<file path="src/rtl/imem_responder.sv">
// Fetch-port read responder. A one-word last-fetch buffer sits in front of an
// 8-bit asynchronous SRAM, and each 16-bit miss is filled as two wait-stated byte reads.
module imem_responder #(
  parameter int WAIT = 1
) (
  input  logic        clk,
  input  logic        rst_n,
  input  logic        mem_re,
  input  logic [23:0] mem_addr,
  output logic [15:0] mem_data,
  output logic        mem_ready,
  input  logic        inval,
  output logic [24:0] ext_addr,
  output logic        ext_ce_n,
  output logic        ext_oe_n,
  input  logic [7:0]  ext_data
);
  typedef enum logic [1:0] {IDLE, LO, HI, DONE} state_e;
  localparam logic [2:0] WaitLast = 3'(WAIT);

  state_e      state_q;
  logic [23:0] tag_q;
  logic        valid_q;
  logic [15:0] data_q;
  logic [7:0]  lo_q;
  logic [2:0]  wcnt_q;
  logic        inval_seen_q;
  logic [24:0] ext_addr_q;
  logic        ext_sel_n_q;

  logic tag_match;
  logic hit;
  logic phase_end;

  assign tag_match = (mem_addr == tag_q);
  assign hit       = valid_q && mem_re && tag_match;
  assign phase_end = (wcnt_q == WaitLast);

  // DONE ignores valid so that a fill overlapped by inval still returns its word.
  always_comb begin
    mem_ready = 1'b0;
    if (state_q == IDLE)      mem_ready = hit;
    else if (state_q == DONE) mem_ready = mem_re && tag_match;
  end

  assign mem_data = data_q;
  assign ext_addr = ext_addr_q;
  assign ext_ce_n = ext_sel_n_q;
  assign ext_oe_n = ext_sel_n_q;

  // The fill address lives in ext_addr_q[24:1]; bit 0 selects the byte.
  always_ff @(posedge clk or negedge rst_n) begin
    if (!rst_n) begin
      state_q      <= IDLE;
      tag_q        <= '0;
      valid_q      <= 1'b0;
      data_q       <= '0;
      lo_q         <= '0;
      wcnt_q       <= '0;
      inval_seen_q <= 1'b0;
      ext_addr_q   <= '0;
      ext_sel_n_q  <= 1'b1;
    end else begin
      if (inval) valid_q <= 1'b0;
      case (state_q)
        IDLE: begin
          if (mem_re && !hit) begin
            ext_addr_q  <= {mem_addr, 1'b0};
            ext_sel_n_q <= 1'b0;
            wcnt_q      <= '0;
            state_q     <= LO;
          end
        end
        LO: begin
          if (inval) inval_seen_q <= 1'b1;
          if (phase_end) begin
            lo_q       <= ext_data;
            ext_addr_q <= {ext_addr_q[24:1], 1'b1};
            wcnt_q     <= '0;
            state_q    <= HI;
          end else begin
            wcnt_q <= wcnt_q + 3'd1;
          end
        end
        HI: begin
          if (inval) inval_seen_q <= 1'b1;
          if (phase_end) begin
            data_q      <= {ext_data, lo_q};
            tag_q       <= ext_addr_q[24:1];
            valid_q     <= !(inval_seen_q || inval);
            ext_sel_n_q <= 1'b1;
            wcnt_q      <= '0;
            state_q     <= DONE;
          end else begin
            wcnt_q <= wcnt_q + 3'd1;
          end
        end
        DONE: begin
          inval_seen_q <= 1'b0;
          state_q      <= IDLE;
        end
        default: state_q <= IDLE;
      endcase
    end
  end
endmodule

</file>
<file path="config.mk">
export PLATFORM = sky130hd
export DESIGN_NAME = imem_responder
export DESIGN_NICKNAME = d
export VERILOG_FILES = /design/src/rtl/imem_responder.sv
export SDC_FILE = /design/constraint.sdc
export NUM_CORES = 1
export LEC_CHECK = 0
export BUFFER_PORTS_ARGS = -buffer_cell sky130_fd_sc_hd__buf_2
export CAP_MARGIN = 40
export CORE_UTILIZATION = 40
export DETAILED_ROUTE_END_ITERATION = 16
export GPL_ROUTABILITY_DRIVEN = 0
export PLACE_DENSITY_LB_ADDON = 0.15
export SLEW_MARGIN = 10
export SYNTH_ARGS = -nofsm -noshare
export SYNTH_HDL_FRONTEND = slang
export SYNTH_SLANG_ARGS = --single-unit
</file>
<file path="constraint.sdc">
create_clock -name clk -period 2.4 [get_ports clk]
set_clock_uncertainty 0.15 [all_clocks]
set_input_delay 0.48 -clock clk [delete_from_list [all_inputs] [get_ports clk]]
set_output_delay 0.48 -clock clk [all_outputs]
set_load 0.02 [all_outputs]
</file>
==> flow_summary.yaml, run 1 <==
outcome:
  status: "complete, but fails checks"
  violations: "setup timing"
drt:
  via_count: 2450
  highest_layer: "met4"
  firstDrtPassIters: 5
  viasPerCell: 4.851
  wl_met2_um: 3499
  drt_iter0_drc: 103
  wl_met1_um: 3689
  met3WireLength_um: 271
  route.detailed.drc: 0
  drtAntennaViolNets: 0
  avgRoutedWirePerCell_um: 15.09
  totalWireLength_um: 7620
synthesis:
  synth_edf_count: 0
  synth_area_mm2: 0.003606
  synth.distinct_cells: 32
  yosys-top-cells-area: "dfrtp_1 (56%), mux2_2 (15%), xor2_1 (5.8%)"
  synth_top_cell_by_area: "dfrtp_1"
  synth_top_area_frac: 0.5552
  yosysMostFrequentCell: "dfrtp_1"
  avgSynthCellArea_um2: 12.18
  syn-num-nets: 337
  async_flop_share: 1.000
  synth_seq_cells: 81
  ys.flop_type: "dfrtp_1"
  ys_seq_area_frac: 0.5625
  yosysWarnings: 0
  synthTopCellsByCount: "dfrtp_1 (80), mux2_2 (49), nand2_1 (29)"
  netlist_instances: 296
sta:
  fmax_mhz: 393.2
  worst_pin_slew_ns: 0.4820
  drv_slew: 0
  setup_violations: 1
  finalCriticalPeriod_ns: 2.543
  min_period_over_period: 1.060
  hold_viol_final: 0
  rsz0062_at_grt: "yes"
  fin_hold_ws_ns: 0.1669
  setup_ws_ns: -0.1430
  tns_ns: -0.1430
  slew_headroom: 0.6786
hold_path:
  hold_path.class: "in -> reg"
  min_to: "valid_q$_DFF_PN0_"
  min_path_cells: 2
  holdCritStartpoint: "inval"
setup_path:
  crit_arrival_ns: 1.91
  r2r-start: "tag_q[17]$_DFFE_PN0P_"
  cp-start-kind: "register"
  worst_ep_required_time_ns: 1.77
  crit_path_max_fanout: 2
  r2r_slack_ns: 0.12
  r2r.worst_path.cells: 8
  endpoint_kind: "primary output"
  critPathKind: "reg -> out"
  r2r_end: "ext_addr[23]$_DFFE_PN0P_"
global_routing:
  overflow: 0
  grt_pass1_wl_um: 12540
  grt_start_max_net_pins: 49
  grt_usage: 0.1725
  antenna_found_initial: 0
  grt_pass1_vias: 2428
finish:
  design_area_mm2: 0.004472
  final_net_count: 434
  diodes: 0
  final_util: 0.5128
  area_growth_pct: 24.01
  drive_above_1_share: 0.4307
  stdcell_count: 505
cts:
  max-clock-path-buffers: 2
  clk_latency_ns: 0.35
  clk_pin_slew_worst_paths_ns: 0.09
  cts_tree: "done"
  cts.sinks: 81
  cts_max_level: 3
  postCtsSetupBuffers: 0
  cts_root_buf: "clkbuf_8"
  cts_buffers: 9
placed_design:
  pre_cts_slack_ns: -0.1970
  dp_hpwl_um: 5304
  port_buffers: 79
  placed_cells: 489
  post_dp_cell_area_mm2: 0.004274
power:
  p_switching_mw: 2.210
  p_leak_nw: 2.177
  ir_worst_vdd_uv: 597.5
  clkPwrFrac: 0.150
  power.total_mw: 5.706
  powerDensity_mw_per_mm2: 1276
  comb_power_share: 0.441
  seqPwrFrac: 0.409
  sw_frac_of_total: 0.3874
  intPower_mw: 3.495
floorplanning:
  die_h_um: 96.95
  start_util: 0.4135
  core_mm2: 0.008721
  die_area_mm2: 0.009398
  rows: 34
  die_w_um: 96.95
  ios: 80
run:
  drv_cap: 0
[logic make-up after synthesis]
family | count (synthesis) | synth area share
multiplexers | 52 | 0.1613
AO/OA/AOI/OAI | 40 | 0.06628
AND/OR/NAND/NOR | 74 | 0.1076
XOR/XNOR | 24 | 0.05829
flip-flops | 81 | 0.5625
buffers and inverters | 20 | 0.02672
adder cells (fa/ha/maj) | 5 | 0.01735
[critical path: stages, from the launching register on]
cell	delay (ns)
dfrtp_1	0.41
xor2_1	0.16
nor4_2	0.30
buf_4	0.16
nand4_1	0.12
nor4b_2	0.25
buf_4	0.18
[how the worst max path moves through the flow]
stage	startpoint	to	slack [ns]	cells past startpoint
floorplan	mem_addr[15]	mem_ready	0.06	4
global placement	mem_addr[15]	ext_addr[0]$_DFFE_PN0P_	-0.15	10
detailed placement	mem_addr[15]	ext_addr[0]$_DFFE_PN0P_	-0.20	10
CTS	tag_q[17]$_DFFE_PN0P_	mem_ready	-0.20	6
global route	tag_q[21]$_DFFE_PN0P_	mem_ready	-0.27	6
finish	tag_q[17]$_DFFE_PN0P_	mem_ready	-0.14	6
[cell type report]
type,count,area [um2]
Clock inverter,5,33.78
Multi-Input combinational cell,195,1523
Fill cell,793,4249
Sequential cell,81,2028
Inverter,5,18.77
Clock buffer,10,127.6
Tap cell,108,135.1
Timing Repair Buffer,101,605.6
[layout by cell type, fill, tap and decap left out, types with 4 or more instances in the layout]
master,netlist,final
nand2_1,29,29
nand2b_1,24,24
buf_4,4,20
ha_1,5,5
mux2_2,49,49
a21oi_1,4,4
o21ai_0,25,25
xor2_1,24,24
clkbuf_8,0,9
buf_2,5,77
nor2_1,4,4
dfrtp_1,80,80
inv_1,5,5
[registers in the layout (all words and copies together) (netlist names)]
| signal | flops |
|---|---|
| ext_addr | 25 |
| tag_q | 24 |
| mem_data | 16 |
| lo_q | 8 |
| wcnt_q | 3 |
| state_q | 2 |
| ext_ce_n | 1 |
| inval_seen_q | 1 |
| valid_q | 1 |
[power groups by stage]
| stage | sequential (mW) | combinational [mW] | clock (mW) |
|---|---|---|---|
| after floorplan | 2.70 | 1.32 | 0 |
| after global routing | 2.42 | 2.75 | 0.948 |
| final | 2.33 | 2.51 | 0.857 |
| after CTS | 2.34 | 2.56 | 0.890 |
| after global placement | 2.34 | 2.48 | 0 |
| after detailed placement | 2.36 | 2.53 | 0 |
[routing by layer]
metal / global-route usage / vias to the layer above
met5: 0 / -
met4: 0.08496 / 0
met3: 0.03035 / 12
met2: 0.2595 / 57
met1: 0.2406 / 1174
li1: - / 1207
[repair_timing]
item,CTS,global route
hold buffers,1,0
endpoints found under the setup margin,1,25
resized for setup,4,1
hold endpoints to repair,34,0
pin swaps,4,1
No activity file was read; power rests on OpenSTA's default activity.
==> run 2, diff against run 1 <==
--- a/config.mk
+++ b/config.mk
@@ -11,6 +11,7 @@
 export DETAILED_ROUTE_END_ITERATION = 16
 export GPL_ROUTABILITY_DRIVEN = 0
 export PLACE_DENSITY_LB_ADDON = 0.15
+export REMOVE_ABC_BUFFERS = 1
 export SLEW_MARGIN = 10
 export SYNTH_ARGS = -nofsm -noshare
 export SYNTH_HDL_FRONTEND = slang
==> run 2 against run 1 <==
- the run still ends with setup timing left
- flip-flop and latch count stayed put
- first-iteration DRC count decreased by 50%
- final cell count rose by 1.6%
- routed wire length rose by 0.46%
- critical endpoint unchanged
- largest cell class unchanged
==> flow_summary.yaml, run 2 (synthesis gave the netlist of run 1 again) <==
global_routing:
  overflow: 0
  grt_start_max_net_pins: 36
  antenna_found_initial: 0
  grt_pass1_vias: 2567
  grt_pass1_wl_um: 13120
  grt_usage: 0.1807
setup_path:
  crit_path_max_fanout: 2
  r2r_end: "ext_addr[7]$_DFFE_PN0P_"
  r2r.worst_path.cells: 9
  crit_arrival_ns: 1.97
  r2r_slack_ns: 0.08
  cp-start-kind: "register"
  cp-endpoint: "mem_ready"
  endpoint_kind: "primary output"
  critPathKind: "reg -> out"
  cp-startpoint: "tag_q[9]$_DFFE_PN0P_"
  r2r-start: "tag_q[9]$_DFFE_PN0P_"
  worst_ep_required_time_ns: 1.77
cts:
  clk_pin_slew_worst_paths_ns: 0.09
  cts_buffers: 9
  cts_root_buf: "clkbuf_8"
  clk_latency_ns: 0.36
  cts_max_level: 3
  cts_tree: "done"
  max-clock-path-buffers: 2
  cts.sinks: 81
floorplanning:
  start_util: 0.4135
  rows: 34
  die_h_um: 96.95
  die_area_mm2: 0.009398
  core_mm2: 0.008721
  die_w_um: 96.95
  ios: 80
sta:
  setup_ws_ns: -0.2011
  rsz0062_at_grt: "yes"
  fin_hold_ws_ns: 0.1523
  finalCriticalPeriod_ns: 2.601
  setup_violations: 1
  drv_slew: 0
  min_period_over_period: 1.084
  tns_ns: -0.2011
  fmax_mhz: 384.5
  worst_pin_slew_ns: 0.4721
  slew_headroom: 0.6852
  hold_viol_final: 0
placed_design:
  port_buffers: 79
  dp_hpwl_um: 5078
drt:
  totalWireLength_um: 7655
  avgRoutedWirePerCell_um: 14.92
  route.detailed.drc: 0
  viasPerCell: 4.920
  drtAntennaViolNets: 0
  via_count: 2524
  drt_iter0_drc: 51
  firstDrtPassIters: 4
power:
  ir_worst_vdd_uv: 525.3
  powerDensity_mw_per_mm2: 1282
  p_leak_nw: 2.270
finish:
  largest_reg_flops: 25
  drive_above_1_share: 0.4494
  layout_common_cells: "dfrtp_1 (80), buf_2 (77), mux2_2 (49)"
  final_net_count: 441
  area_growth_pct: 29.91
  mostFrequentLayoutCell: "dfrtp_1"
  diodes: 0
outcome:
  status: "complete, but fails checks"
  violations: "setup timing"
hold_path:
  min_path_cells: 2
  hold_path.class: "in -> reg"
run:
  drv_cap: 0
[run 2: per-stage QoR]
step | utilization | instances | instance area [um2] | setup slack [ns] | total power [mW]
global route | 0.5372 | 513 | 4684 | -0.3151 | 6.476
finish | 0.5372 | 513 | 4684 | -0.2011 | 6.008
CTS | 0.5294 | 512 | 4617 | -0.2212 | 6.013
global placement | 0.4911 | 491 | 4283 | -0.1914 | 4.781
floorplan | - | 281 | 3528 | -0.7750 | 3.962
detailed placement | 0.4911 | 491 | 4283 | -0.2063 | 4.855
[run 2: final cells by class]
type	instances	area, um2
repair buffers	108	755.7
fillers	795	4036
inverters	5	18.77
flip-flops and latches	81	2028
clock buffers	9	123.9
well taps	108	135.1
multi-input cells	195	1544
clock inverters	7	78.83
[run 2: worst max-delay path: stages, from the launching register on]
cell and delay (ns):
dfrtp_1 0.40, xor2_1 0.17, nor4_2 0.34, buf_4 0.17
nand4_1 0.10, nor4b_2 0.25, buf_4 0.19
[run 2: worst min path at each step]
stage                                   end  slack [ns]                     start
floorplan           ext_addr[0]$_DFFE_PN0P_        0.03                     rst_n
detailed placement        valid_q$_DFF_PN0_        0.29  inval_seen_q$_DFFE_PN0P_
finish                    valid_q$_DFF_PN0_        0.15                     inval
CTS                       valid_q$_DFF_PN0_        0.14                     inval
global placement          valid_q$_DFF_PN0_        0.28  inval_seen_q$_DFFE_PN0P_
global route              valid_q$_DFF_PN0_        0.14                     inval
[run 2: metal layers]
metal | up-vias | wire (um) | global-route usage
met5 | - | 0 | 0
met4 | 0 | 147 | 0.08955
met3 | 10 | 207 | 0.03324
met2 | 42 | 3769 | 0.2844
met1 | 1253 | 3531 | 0.2395
li1 | 1219 | - | -
[run 2: timing repair]
action / in CTS / in global routing
cloned: 2 / 2
endpoints found under the setup margin: 4 / 31
resized for setup: 11 / 8
hold buffers: 1 / 0
pin swaps: 6 / 0
buffers inserted: 2 / 0
hold endpoints to repair: 31 / 0
[run 2: where the power goes]
part / internal [mW] / switching, mW
clock: 0.489 / 0.531
sequential: 1.97 / 0.364
combinational: 1.27 / 1.38
==> run 3, diff against run 2 <==
--- a/config.mk
+++ b/config.mk
@@ -5,10 +5,10 @@
 export SDC_FILE = /design/constraint.sdc
 export NUM_CORES = 1
 export LEC_CHECK = 0
-export BUFFER_PORTS_ARGS = -buffer_cell sky130_fd_sc_hd__buf_2
 export CAP_MARGIN = 40
 export CORE_UTILIZATION = 40
 export DETAILED_ROUTE_END_ITERATION = 16
+export DONT_BUFFER_PORTS = 1
 export GPL_ROUTABILITY_DRIVEN = 0
 export PLACE_DENSITY_LB_ADDON = 0.15
 export REMOVE_ABC_BUFFERS = 1
==> run 3 against run 2 <==
- the flow finishes with violations (hold timing, setup timing)
- register-to-register slack worse by 0.11 ns
- maximum frequency about the same
- clock-buffer cell count up 2
- utilization down 3.9 points
- worst hold slack worse by 0.49 ns
- non-clock buffer count down 84
- final area down 7.3%
- first-iteration DRC count up 80%
- sequential share of layout area up 3.4 points
- combinational power down 24%
==> flow_summary.yaml, run 3 (synthesis gave the netlist of run 1 again) <==
outcome:
  status: "complete, but fails checks"
  violations: "hold timing, setup timing"
drt:
  totalWireLength_um: 7802
  drt_iter0_drc: 92
  avgRoutedWirePerCell_um: 18.19
  viasPerCell: 5.275
  drtAntennaViolNets: 0
  via_count: 2263
  route.detailed.drc: 0
  firstDrtPassIters: 4
setup_path:
  endpoint_kind: "primary output"
  r2r-start: "tag_q[9]$_DFFE_PN0P_"
  crit_arrival_ns: 1.97
  critPathKind: "reg -> out"
  crit_path_max_fanout: 2
  r2r.worst_path.cells: 10
  r2r_end: "ext_addr[2]$_DFFE_PN0P_"
  cp-start-kind: "register"
  worst_ep_required_time_ns: 1.77
  r2r_slack_ns: -0.03
sta:
  fmax_mhz: 384.6
  hold_viol_final: 81
  min_period_over_period: 1.083
  fin_hold_ws_ns: -0.3365
  setup_violations: 9
  setup_ws_ns: -0.2001
  worst_pin_slew_ns: 0.4581
  drv_slew: 0
  slew_headroom: 0.6946
  finalCriticalPeriod_ns: 2.600
  rsz0062_at_grt: "yes"
finish:
  mostFrequentLayoutCell: "dfrtp_1"
  largest_reg_flops: 25
  area_growth_pct: 20.44
  drive_above_1_share: 0.3894
  design_area_mm2: 0.004343
  final_net_count: 357
  diodes: 0
  layout_common_cells: "dfrtp_1 (80), mux2_2 (49), xor2_1 (24), nand2b_1 (24), o21ai_1 (17)"
power:
  power.total_mw: 5.852
  powerDensity_mw_per_mm2: 1348
  comb_power_share: 0.343
  sw_frac_of_total: 0.3881
  clkPwrFrac: 0.171
  p_leak_nw: 1.949
  p_switching_mw: 2.271
  seqPwrFrac: 0.486
  ir_worst_vdd_uv: 587.0
  intPower_mw: 3.581
global_routing:
  antenna_found_initial: 0
  overflow: 0
  grt_usage: 0.1597
  grt_pass1_vias: 2280
  grt_pass1_wl_um: 11720
  grt_start_max_net_pins: 82
cts:
  max-clock-path-buffers: 2
  clk_pin_slew_worst_paths_ns: 0.08
  cts_root_buf: "clkbuf_8"
  cts_tree: "done"
  clk_latency_ns: 0.35
  cts_max_level: 3
  cts.sinks: 81
  cts_buffers: 9
placed_design:
  dp_hpwl_um: 4690
  port_buffers: 0
  post_dp_cell_area_mm2: 0.003812
floorplanning:
  die_area_mm2: 0.009398
  die_h_um: 96.95
  die_w_um: 96.95
  core_mm2: 0.008721
  start_util: 0.4135
  ios: 80
  rows: 34
run:
  drv_cap: 0
hold_path:
  hold_path.class: "in -> async"
## run 3: layout make-up
type,count,area (um2)
Inverter,5,18.77
Multi-Input combinational cell,195,1643
Clock buffer,11,141.4
Sequential cell,81,2028
Clock inverter,5,55.05
Timing Repair Buffer,24,321.6
Tap cell,108,135.1
Fill cell,766,4378
## run 3: timing repair
action / in CTS / in global routing
hold endpoints to repair: 81 / 81
endpoints found under the setup margin: 22 / 27
resized for setup: 5 / 64
setup buffers: 0 / 2
cloned: 0 / 7
pin swaps: 5 / 8
## run 3: critical path: stages, from the launching register on
cell and delay, ns:
dfrtp_1 0.40, xor2_1 0.15, nor4_2 0.32, buf_4 0.17
nand4_1 0.14, nor4b_2 0.26, buf_4 0.19
## run 3: stage by stage
step	setup WS, ns	setup TNS, ns	instances	util	hold slack, ns
after floorplan	-0.7750	-21.35	281	-	0.03441
final	-0.2001	-0.3431	429	0.4980	-0.3365
after global routing	-0.3442	-3.109	429	0.4980	-0.3590
after detailed placement	-0.1278	-1.541	404	0.4372	0.03629
after CTS	-0.2216	-0.2216	420	0.4631	-0.3505
after global placement	-0.08758	-0.6678	404	0.4372	0.03624
## run 3: worst max-delay path by stage
stage,slack (ns),depth (start not counted),start,to
2_1_floorplan,-0.77,5,mem_addr[15],ext_addr[10]$_DFFE_PN0P_
3_3_place_gp,-0.09,9,mem_addr[16],ext_addr[0]$_DFFE_PN0P_
3_5_place_dp,-0.13,9,mem_addr[1],ext_addr[0]$_DFFE_PN0P_
4_1_cts,-0.22,6,tag_q[9]$_DFFE_PN0P_,mem_ready
5_1_grt,-0.34,6,tag_q[1]$_DFFE_PN0P_,mem_ready
6_report,-0.20,6,tag_q[9]$_DFFE_PN0P_,mem_ready
## run 3: power by group through the flow
stage / combinational (mW) / sequential, mW / clock [mW]
detailed placement: 1.65 / 2.85 / 0
global placement: 1.60 / 2.83 / 0
finish: 2.01 / 2.84 / 1.00
CTS: 1.67 / 2.82 / 1.03
floorplan: 1.25 / 2.71 / 0
global route: 2.20 / 2.92 / 1.09
## run 3: metal layers
metal | vias to the layer above | wire (um) | track usage
met1 | 1152 | 3665 | 0.2009
li1 | 1052 | - | -
met2 | 48 | 3653 | 0.2551
met5 | - | 0 | 0
met3 | 11 | 379 | 0.05636
met4 | 0 | 104 | 0.05511
